$ cat src/rtl/pplimit_mc_pkg.sv
// Shared constants and helpers for the multi-channel saturating limiter.
package pplimit_mc_pkg;

    // Width of every channel index bus (supports up to 16 channels).
    localparam int CHW = 4;

    // Ceiling log2 for elaboration-time sizing.
    function automatic int clog2(input int value);
        int r;
        r = 0;
        for (int i = 0; i < 32; i++) begin
            if ((1 << i) < value) begin
                r = i + 1;
            end
        end
        return r;
    endfunction

    // Largest symmetric magnitude of a wo-bit signed sample: 2^(wo-1)-1.
    function automatic longint unsigned full_scale(input int wo);
        return (longint'(1) << (wo - 1)) - 1;
    endfunction

    // Saturation value of a cw-bit counter: 2^cw-1.
    function automatic longint unsigned cnt_sat(input int cw);
        return (longint'(1) << cw) - 1;
    endfunction

endpackage

$ cat src/rtl/pplimit_mc_cnt.sv
// Bank of NCH saturating clip counters with one increment port, one clear
// port and a registered read port. Addresses at or above NCH read as zero
// and are never cleared or incremented.
module pplimit_mc_cnt
    import pplimit_mc_pkg::*;
#(
    parameter int NCH = 4,
    parameter int CW  = 16
) (
    input  logic           clk,
    input  logic           srst,
    input  logic           inc_en,
    input  logic [CHW-1:0] inc_addr,
    input  logic           clr_en,
    input  logic [CHW-1:0] clr_addr,
    input  logic [CHW-1:0] rd_addr,
    output logic [CW-1:0]  rd_data
);

    localparam int            NSLOT   = 1 << CHW;
    localparam logic [CW-1:0] CNT_MAX = CW'(cnt_sat(CW));

    logic [CW-1:0] cnt_val [NSLOT];
    logic [CW-1:0] rd_data_reg;

    generate
        for (genvar gi = 0; gi < NSLOT; gi++) begin : g_cnt
            if (gi < NCH) begin : g_live
                logic [CW-1:0] c_reg;

                // Saturating counter; a clear in the same cycle as an increment wins.
                always_ff @(posedge clk) begin
                    if (srst) begin
                        c_reg <= '0;
                    end else if (clr_en && (clr_addr == CHW'(gi))) begin
                        c_reg <= '0;
                    end else if (inc_en && (inc_addr == CHW'(gi)) && (c_reg != CNT_MAX)) begin
                        c_reg <= c_reg + CW'(1);
                    end
                end

                assign cnt_val[gi] = c_reg;
            end else begin : g_none
                assign cnt_val[gi] = '0;
            end
        end
    endgenerate

    // Registered read: returns the count as it stood before this edge's update.
    always_ff @(posedge clk) begin
        if (srst) begin
            rd_data_reg <= '0;
        end else begin
            rd_data_reg <= cnt_val[rd_addr];
        end
    end

    assign rd_data = rd_data_reg;

endmodule

$ cat src/rtl/pplimit_mc.sv
// Multi-channel time-interleaved saturating limiter.
// Samples arrive round-robin over NCH channels; each is clamped symmetrically
// to a per-channel limit and narrowed to WO bits with 2-cycle latency.
// Optional feature macro: PPLIMIT_MC_CLIPCNT_EN enables the per-channel clip
// counters (cnt_addr/cnt_clr/clip_cnt); otherwise clip_cnt is tied to zero.
module pplimit_mc
    import pplimit_mc_pkg::*;
#(
    parameter int WI  = 8,
    parameter int WO  = 7,
    parameter int NCH = 4,
    parameter int CW  = 16
) (
    input  logic           clk,
    input  logic           rst,
    input  logic [WI-1:0]  in,
    input  logic           strobe_in,
    input  logic           frame_in,
    input  logic           lim_we,
    input  logic [CHW-1:0] lim_addr,
    input  logic [WO-2:0]  lim_data,
    output logic [WO-1:0]  out,
    output logic           strobe_out,
    output logic [CHW-1:0] ch_out,
    output logic           clip_out,
    input  logic [CHW-1:0] cnt_addr,
    input  logic           cnt_clr,
    output logic [CW-1:0]  clip_cnt
);

    localparam int             NSLOT       = 1 << CHW;
    localparam logic [WO-2:0]  LIM_DEFAULT = (WO-1)'(full_scale(WO));
    localparam logic [CHW-1:0] LAST_CH     = CHW'(NCH - 1);

    // ---------------- channel sequencing ----------------
    logic [CHW-1:0] ch_reg;
    logic [CHW-1:0] cur_ch;
    logic [CHW-1:0] ch_next;

    // Channel of the incoming sample (frame forces 0) and the one after it.
    always_comb begin
        cur_ch  = frame_in ? '0 : ch_reg;
        ch_next = (cur_ch == LAST_CH) ? '0 : cur_ch + CHW'(1);
    end

    // Advance the round-robin index on every accepted sample.
    always_ff @(posedge clk) begin
        if (rst) begin
            ch_reg <= '0;
        end else if (strobe_in) begin
            ch_reg <= ch_next;
        end
    end

    // ---------------- per-channel limit registers ----------------
    logic [WO-2:0] lim_val [NSLOT];

    generate
        for (genvar gi = 0; gi < NSLOT; gi++) begin : g_lim
            if (gi < NCH) begin : g_live
                logic [WO-2:0] l_reg;

                // Host-written limit; writes to addresses >= NCH match no register.
                always_ff @(posedge clk) begin
                    if (rst) begin
                        l_reg <= LIM_DEFAULT;
                    end else if (lim_we && (lim_addr == CHW'(gi))) begin
                        l_reg <= lim_data;
                    end
                end

                assign lim_val[gi] = l_reg;
            end else begin : g_none
                assign lim_val[gi] = LIM_DEFAULT;
            end
        end
    endgenerate

    // ---------------- stage 1: capture sample, channel and limit ----------------
    logic                 s1_valid_reg;
    logic signed [WI-1:0] s1_in_reg;
    logic [CHW-1:0]       s1_ch_reg;
    logic [WO-2:0]        s1_lim_reg;

    // The limit is sampled here, so a same-cycle write is seen only by later samples.
    always_ff @(posedge clk) begin
        if (rst) begin
            s1_valid_reg <= 1'b0;
            s1_in_reg    <= '0;
            s1_ch_reg    <= '0;
            s1_lim_reg   <= '0;
        end else begin
            s1_valid_reg <= strobe_in;
            if (strobe_in) begin
                s1_in_reg  <= $signed(in);
                s1_ch_reg  <= cur_ch;
                s1_lim_reg <= lim_val[cur_ch];
            end
        end
    end

    // ---------------- stage 2: compare and clamp ----------------
    logic signed [WI-1:0] lim_pos;
    logic signed [WI-1:0] lim_neg;
    logic signed [WO-1:0] sat_next;
    logic                 clip_next;

    // Symmetric clamp to +/-L; in-range samples fit WO bits exactly.
    always_comb begin
        lim_pos   = $signed({{(WI-WO+1){1'b0}}, s1_lim_reg});
        lim_neg   = -lim_pos;
        sat_next  = s1_in_reg[WO-1:0];
        clip_next = 1'b0;
        if (s1_in_reg > lim_pos) begin
            sat_next  = $signed({1'b0, s1_lim_reg});
            clip_next = 1'b1;
        end else if (s1_in_reg < lim_neg) begin
            sat_next  = -$signed({1'b0, s1_lim_reg});
            clip_next = 1'b1;
        end
    end

    logic [WO-1:0]  out_reg;
    logic           strobe_out_reg;
    logic [CHW-1:0] ch_out_reg;
    logic           clip_out_reg;

    // Output register; data fields hold while no sample is delivered.
    always_ff @(posedge clk) begin
        if (rst) begin
            out_reg        <= '0;
            strobe_out_reg <= 1'b0;
            ch_out_reg     <= '0;
            clip_out_reg   <= 1'b0;
        end else begin
            strobe_out_reg <= s1_valid_reg;
            if (s1_valid_reg) begin
                out_reg      <= sat_next;
                ch_out_reg   <= s1_ch_reg;
                clip_out_reg <= clip_next;
            end
        end
    end

    assign out        = out_reg;
    assign strobe_out = strobe_out_reg;
    assign ch_out     = ch_out_reg;
    assign clip_out   = clip_out_reg;

    // ---------------- clip counters ----------------
`ifdef PPLIMIT_MC_CLIPCNT_EN
    pplimit_mc_cnt #(
        .NCH (NCH),
        .CW  (CW)
    ) u_cnt (
        .clk      (clk),
        .srst     (rst),
        .inc_en   (strobe_out_reg & clip_out_reg),
        .inc_addr (ch_out_reg),
        .clr_en   (cnt_clr),
        .clr_addr (cnt_addr),
        .rd_addr  (cnt_addr),
        .rd_data  (clip_cnt)
    );
`else
    logic unused_cnt;
    assign unused_cnt = &{1'b0, cnt_addr, cnt_clr};
    assign clip_cnt   = '0;
`endif

endmodule

$ cat config.mk
export PLATFORM = sky130hd
export DESIGN_NAME = pplimit_mc
export DESIGN_NICKNAME = d
export VERILOG_FILES = /design/src/rtl/pplimit_mc_pkg.sv /design/src/rtl/pplimit_mc_cnt.sv /design/src/rtl/pplimit_mc.sv
export SDC_FILE = /design/constraint.sdc
export NUM_CORES = 1
export LEC_CHECK = 0
export ABC_AREA = 1
export BUFFER_PORTS_ARGS = -buffer_cell sky130_fd_sc_hd__buf_2
export CORE_MARGIN = 3
export CORE_UTILIZATION = 55
export DETAILED_ROUTE_END_ITERATION = 10
export GPL_ROUTABILITY_DRIVEN = 0
export PLACE_DENSITY = 0.9
export SLEW_MARGIN = 10
export SYNTH_ARGS = -nofsm -noshare
export SYNTH_HDL_FRONTEND = slang
export SYNTH_SLANG_ARGS = --single-unit
export TNS_END_PERCENT = 5
$ cat constraint.sdc
create_clock -name clk -period 2.5 [get_ports clk]
set_input_delay 0.125 -clock clk [delete_from_list [all_inputs] [get_ports clk]]
set_output_delay 0.125 -clock clk [all_outputs]
set_load 0.01 [all_outputs]
-- Word level (Yosys, flattened, before mapping)
Cells that the tools add are included.
- equality and inequality tests: 4
- order comparisons: 3
- bitwise operators: 1
- reductions and logical operators: 5
- multiplexer cells: 9
- add/subtract/negate cells: 3
- operators by type and width (operator ; number):
    $bmux 6 s4 ; 1
    $mux 7 ; 2
    $eq 4x2->1 const B ; 3
    $mux 6 ; 2
    $gt 8x7->1 ; 1
    $lt 8x8->1 ; 1
    $mux 4 ; 2
    $neg 6->8 ; 1
    $neg 6->7 ; 1
    $ge 5x5->1 const B ; 1
    $not 4->5 ; 1
    $add 4x1->4 const B ; 1
    $eq 4x1->1 const B ; 1
    $logic_and 1x1->1 ; 4
    $logic_not 4->1 ; 1
    $mux 1 ; 2
- output and inout port bits: 29
- logic and storage cells: 38
- bits of input ports: 28
- flip-flop bits (word level): 60

-- Longest topological paths before layout
Gate-level depths: netlist of run 1.
- word-level depth: 5
- gate-level depth with buffers: 15
- mapped depth without buffers: 15

-- Worst setup path after synthesis of run 1
OpenSTA, ideal clock, no wires.
- path type: reg-to-reg
- start: register s1_lim_reg[1]
- end: register out_reg[0], in the netlist out[0]
- data arrival time: 1.796 ns
- buffers on the path: 0
- setup time: 0.132 ns
- required time: 2.368 ns
- setup slack: 0.572 ns
- cell stages (with the launch flop): 15
- period minus slack after synthesis: 1.928 ns
- cell sequence: dfxtp_1 > inv_1 > nand3_1 > nor2_1 > nand2_1 > xor2_1 > ha_1 > a21oi_1 > nor2_1 > nor2_2 > nand3_1 > nand2_2 > nand3_1 > nand3_1 > a21oi_1
- word-level cells in the longest chain between the ends: 4
- elaborated cells between the ends (all ways): 5
- classes of those cells: add/sub: 1; order compare: 2; mux: 2
- RTL lines (element ; RTL line ; RTL):
    start, declared ; pplimit_mc.sv:83 ; logic [WO-2:0] s1_lim_reg;
    start signal, assigned ; pplimit_mc.sv:97 ; s1_lim_reg <= lim_val[cur_ch];
    $neg 6->8 ; pplimit_mc.sv:111 ; lim_neg = -lim_pos;
    $lt 8x8->1 ; pplimit_mc.sv:117 ; end else if (s1_in_reg < lim_neg) begin
    $mux 7 ; pplimit_mc.sv:117 ;
    $mux 7 * ; pplimit_mc.sv:114 ; if (s1_in_reg > lim_pos) begin
    end signal, assigned ; pplimit_mc.sv:138 ; out_reg <= sat_next;
    end, declared ; pplimit_mc.sv:123 ; logic [WO-1:0] out_reg;
Every way passes the cells marked *; elsewhere a longest branch is shown, timed or not.
A chain may end at the register's enable or synchronous reset.

-- Worst setup path after layout of run 1
- start: register s1_lim_reg[2]
- end: register out_reg[0], in the netlist out[0]
The elaborated chain is that of the path after synthesis.

==> flow_summary.json, run 1 <==
{
  "yosysTopAreaCell": "dfxtp_1",
  "die_area_um2": 6340,
  "grt_antenna_before_repair": 0,
  "clk_pin_slew_ns": 0.07,
  "cp-end-kind": "flop",
  "vdd_drop_max_mv": 0.480,
  "status": "complete, no violations",
  "worst_pin_slew_ns": 0.644,
  "avgSynthCellArea_um2": 7.18,
  "maxSlewViolCount": 0,
  "fmax_mhz": 421,
  "max_cap_viol_count": 0,
  "slew_headroom": 0.570,
  "place_inst": 508,
  "cts_buffer_depth": 2,
  "vias": 2842,
  "numCtsBuffers": 9,
  "synthFlopType": "dfxtp_1",
  "cts_root_buf": "clkbuf_8",
  "crit_family": "simple AND/OR/NAND/NOR gates",
  "path_max_fanout": 8,
  "required_ns": 2.71,
  "h-tree-depth": 3,
  "syn_area_um2": 2980,
  "final_nets": 493,
  "finalNonFillerCells": 525,
  "grt_max_degree": 23,
  "min_period_ns": 2.37,
  "grt_use_total": 0.236,
  "die_h_um": 79.6,
  "post_drt_wl_per_cell_um": 13.5,
  "seq_area_um2": 1200,
  "via_per_inst": 5.41,
  "slowest_stage": "ha_1",
  "first_iter_violations": 199,
  "cts_tree": "done",
  "drive_gt1_frac": 0.154,
  "dr.pass1.iters": 6,
  "core_area_um2": 5170,
  "largest_reg_flops": 24,
  "crit_chain": "inv_2 -> nand3_2 -> nor2_1 -> nand2_1 -> xor2_1 -> ha_1 -> a21oi_2 -> nor2_1 -> nor2_2 -> nand3_1 -> nand2_4 -> nand3_1 -> nand3_2 -> a21oi_2",
  "grt_pass1_vias": 2650,
  "fin_util": 0.657,
  "grt_pass1_wl_mm": 11.7,
  "synth_top_area_share": 0.403,
  "crit_type": "flop to flop",
  "r2r-start": "s1_lim_reg[2]",
  "dp_hpwl_mm": 5.12,
  "gr-total-overflow": 0,
  "total_leakage_power_nw": 1.70,
  "pwr_density_cell_nw_per_um2": 701,
  "yosysMostFrequentCell": "nand2_1",
  "ant_nets": 0,
  "critPathLaunch": "s1_lim_reg[2]",
  "setup_tns_ns": 0,
  "synth_common_cells": "88 x nand2_1, 60 x dfxtp_1, 41 x inv_1, 38 x a21oi_1, 38 x o21ai_0",
  "numPortBuffers": 35,
  "num_antenna_cells": 0,
  "async_reset_ff_frac": 0,
  "skew_ns": 0.0112,
  "wirelength_mm": 7.11,
  "hold_buffers": 0,
  "cts.sinks": 60,
  "hold_violations": 0,
  "critPathLaunchType": "flop",
  "synth.area.top_cells": "dfxtp_1 40%, nand2_1 11%, a21oi_1 6.4%",
  "slowest_delay_ns": 0.34,
  "synth.distinct_cells": 25,
  "path_buf_inv": 1,
  "ios": 57,
  "syn_to_final_growth_pct": 13.9,
  "total_power_mw": 2.38,
  "worst_ep_arrival_time_ns": 2.59,
  "rows": 26,
  "synth_cells": 415,
  "post-route-period-util": 0.950,
  "min_path_type": "primary input to flop",
  "seq_area_frac_synth": 0.403,
  "synth_edf_count": 0,
  "start_util": 0.576,
  "setup_violations": 0,
  "yosysWarnings": 0,
  "fill_cells": 435,
  "yosys_register_bits": 60,
  "regToRegSetupSlack_ns": 0.13,
  "worstSkewPairLatency_ns": 0.35,
  "multiInputGateArea_um2": 1520,
  "drc_errors": 0,
  "hold_start": "lim_data[0]",
  "die_x_um": 79.6
}
-- cell type report --
class | instances | area share
Sequential cell | 60 | 0.354
Tap cell | 70 | 0.0258
Clock inverter | 4 | 0.0214
Clock buffer | 12 | 0.0427
Timing Repair Buffer | 40 | 0.0626
Multi-Input combinational cell | 297 | 0.448
Inverter | 42 | 0.0464
-- path summary, 6_finish.rpt --
| kind | endpoint | cells after the start |
|---|---|---|
| max | out[0] | 14 |
| min | g_lim[1].g_live.l_reg[0] | 3 |
| max reg2reg | out[0] | 14 |
| min reg2reg | g_lim[2].g_live.l_reg[5] | 2 |
-- cells in the final DEF (no fill, tap or decap) --
cell type | Yosys | routed
nand3_2 | 0 | 2
clkbuf_8 | 0 | 10
nand3_1 | 33 | 31
nand2_1 | 88 | 86
clkinvlp_4 | 0 | 1
nand4_1 | 2 | 2
xor2_1 | 4 | 4
inv_2 | 1 | 2
nor3_1 | 6 | 6
nor2_1 | 34 | 34
bufinv_16 | 0 | 2
nor3_2 | 2 | 2
a21oi_1 | 38 | 36
o21ai_0 | 38 | 38
clkbuf_1 | 11 | 2
ha_1 | 15 | 15
xnor2_1 | 1 | 1
o211ai_1 | 6 | 6
conb_1 | 1 | 16
buf_2 | 2 | 35
a31oi_1 | 6 | 6
buf_4 | 18 | 5
nor2_2 | 1 | 1
a21oi_2 | 1 | 3
nand2_2 | 4 | 5
o21ai_1 | 1 | 1
nand2_4 | 0 | 1
dfxtp_1 | 60 | 60
a21o_1 | 1 | 1
clkinv_2 | 0 | 1
inv_1 | 41 | 40
-- power breakdown --
part / internal (mW) / switching [mW] / total [mW]
combinational: 0.134 / 0.247 / 0.381
sequential: 1.00 / 0.0354 / 1.04
clock: 0.587 / 0.374 / 0.962
total: 1.72 / 0.657 / 2.38
-- routing by layer --
metal / routed length, um / track usage / vias to the layer above
li1: - / - / 1408
met1: 2850 / 0.277 / 1269
met2: 3510 / 0.397 / 136
met3: 550 / 0.0700 / 29
met4: 194 / 0.101 / 0
met5: 0 / 0 / -
-- logic make-up after synthesis --
| family | synth area share |
|---|---|
| AO/OA/AOI/OAI | 0.162 |
| XOR/XNOR | 0.0147 |
| adder cells (fa/ha/maj) | 0.0629 |
| buffers and inverters | 0.115 |
| flip-flops | 0.403 |
| other | 0.00126 |
| AND/OR/NAND/NOR | 0.240 |
-- worst register-to-register path: stages (launching register included) --
cell and delay [ns]:
dfxtp_1 0.33, inv_2 0.10, nand3_2 0.09, nor2_1 0.13
nand2_1 0.10, xor2_1 0.19, ha_1 0.34, a21oi_2 0.15
nor2_1 0.06, nor2_2 0.19, nand3_1 0.17, nand2_4 0.15
nand3_1 0.10, nand3_2 0.10, a21oi_2 0.06
-- what timing repair did --
| action | CTS | global route |
|---|---|---|
| buffers inserted | 0 | 1 |
| resized for setup | 0 | 8 |
| endpoints found under the setup margin | 0 | 7 |
-- through the flow --
step / worst slack, ns / hold WS [ns] / area [um^2]
2_1_floorplan: 0.572 / 0.238 / 3040
3_3_place_gp: 0.340 / 0.356 / 3140
3_5_place_dp: 0.254 / 0.377 / 3140
4_1_cts: 0.213 / 0.0177 / 3360
5_1_grt: -0.0427 / 0.0261 / 3400
6_report: 0.126 / 0.0285 / 3400
Power figures use the tool's default switching activity.
==> run 2, diff against run 1 <==
- CTS_BUF_LIST: not set -> sky130_fd_sc_hd__clkbuf_4 sky130_fd_sc_hd__clkbuf_8
- GPL_TIMING_DRIVEN: not set -> 0
==> flow_summary.json, run 2 (synthesis results as in run 1) <==
{
  "largest_reg_flops": 24,
  "grt_use_total": 0.246,
  "cts_root_buf": "clkbuf_8",
  "dp_hpwl_mm": 5.52,
  "wirelength_mm": 7.60,
  "num_antenna_cells": 0,
  "ios": 57,
  "core_area_um2": 5170,
  "via_per_inst": 5.42,
  "min_period_ns": 2.41,
  "critPathLaunch": "s1_lim_reg[1]",
  "r2r-end": "out[6]",
  "grt_pass1_vias": 2746,
  "setup_violations": 0,
  "path_max_fanout": 6,
  "regToRegSetupSlack_ns": 0.09,
  "dpl_cell_area_um2": 3300,
  "worst_ep_arrival_time_ns": 2.62,
  "grt_pass1_wl_mm": 12.1,
  "numCtsBuffers": 9,
  "die_area_um2": 6340,
  "hold_depth": 3,
  "ff2ff_path_depth": 14,
  "grt_max_degree": 13,
  "die_x_um": 79.6,
  "cts.sinks": 60,
  "crit_type": "flop to flop",
  "setup_ws_ns": 0.0892,
  "die_h_um": 79.6,
  "drc_errors": 0,
  "pwr_density_cell_nw_per_um2": 653,
  "min_path_type": "primary input to flop",
  "setup_tns_ns": 0,
  "vias": 3000,
  "worst_pin_slew_ns": 0.561,
  "pre_cts_ws_ns": 0.0758,
  "cts_tree": "done",
  "fmax_mhz": 415,
  "cts_buffer_depth": 2,
  "post_drt_wl_per_cell_um": 13.7,
  "final_nets": 522,
  "final_common_cell": "nand2_1",
  "crit_end": "out[6]",
  "skew_ns": 0.00581,
  "cp-end-kind": "flop",
  "clk_pin_slew_ns": 0.07,
  "post-route-period-util": 0.964,
  "ant_nets": 0,
  "slew_headroom": 0.626,
  "gr-total-overflow": 0,
  "hold_violations": 0,
  "start_util": 0.576,
  "numPortBuffers": 34,
  "max_cap_viol_count": 0,
  "drive_gt1_frac": 0.190,
  "syn_to_final_growth_pct": 20.1,
  "vdd_drop_max_mv": 0.434,
  "worstSkewPairLatency_ns": 0.34,
  "status": "complete, no violations",
  "dr.pass1.iters": 5,
  "final_area_um2": 3580,
  "total_leakage_power_nw": 1.79,
  "first_iter_violations": 247,
  "h-tree-depth": 3,
  "r2r-start": "s1_lim_reg[1]",
  "rows": 26,
  "grt_antenna_before_repair": 0,
  "critPathLaunchType": "flop",
  "maxSlewViolCount": 0,
  "required_ns": 2.71,
  "layout_common_cells": "85 x nand2_1, 59 x dfxtp_1, 39 x inv_1"
}
-- run 2: critical path, cell delays in order (launching register included) --
cell and delay (ns):
dfxtp_1 0.32, inv_2 0.10, nand3_1 0.12, nor2_1 0.15, nand2_1 0.12, xor2_2 0.25, ha_4 0.25, a21oi_4 0.14
nor2_1 0.07, nor2_2 0.17, nand3_1 0.17, nand2_4 0.15, nand2_1 0.08, nand3_1 0.11, a21oi_1 0.07
-- run 2: worst min-delay path by stage --
| stage | startpoint | end | slack (ns) |
|---|---|---|---|
| finish | lim_data[4] | g_lim[0].g_live.l_reg[4] | 0.03 |
| global route | lim_data[0] | g_lim[1].g_live.l_reg[0] | 0.03 |
| CTS | lim_data[0] | g_lim[1].g_live.l_reg[0] | 0.01 |
| detailed placement | in[7] | s1_in_reg[7] | 0.36 |
| global placement | in[7] | s1_in_reg[7] | 0.36 |
| floorplan | lim_data[0] | g_lim[0].g_live.l_reg[0] | 0.24 |
-- run 2: power by group --
| group | leakage [nW] | total [mW] | internal (mW) | switching, mW |
|---|---|---|---|---|
| registers | 0.493 | 1.04 | 1.00 | 0.0338 |
| clock network | 0.0923 | 0.866 | 0.464 | 0.402 |
| logic | 1.21 | 0.434 | 0.165 | 0.269 |
| total | 1.79 | 2.34 | 1.63 | 0.705 |
-- run 2: repair_timing --
item	4_1_cts	5_1_grt
hold endpoints to repair	1	0
gates resized for setup	0	13
endpoints found under the setup margin	0	8
hold buffers	1	0
setup buffers	0	3
-- run 2: final cells by class --
type | instances | area (um^2)
Fill cell | 403 | 1590
Multi-Input combinational cell | 297 | 1550
Sequential cell | 60 | 1200
Timing Repair Buffer | 38 | 203
Buffer | 31 | 186
Inverter | 42 | 158
Clock buffer | 9 | 124
Tap cell | 70 | 87.6
Clock inverter | 7 | 75.1
-- run 2: through the flow --
step           power, mW  utilization  hold slack (ns)  std cells
2_1_floorplan       1.33            -            0.238        430
3_3_place_gp        1.42        0.637            0.363        534
3_5_place_dp        1.44        0.637            0.361        534
4_1_cts             2.30        0.678           0.0126        551
5_1_grt             2.45        0.692           0.0271        554
6_report            2.34        0.692           0.0338        554
-- run 2: metal layers --
| layer | vias up | routed length (um) | GRT usage |
|---|---|---|---|
| met5 | - | 0 | 0 |
| met2 | 149 | 3750 | 0.417 |
| li1 | 1465 | - | - |
| met1 | 1364 | 3050 | 0.281 |
| met4 | 0 | 205 | 0.112 |
| met3 | 22 | 587 | 0.0790 |
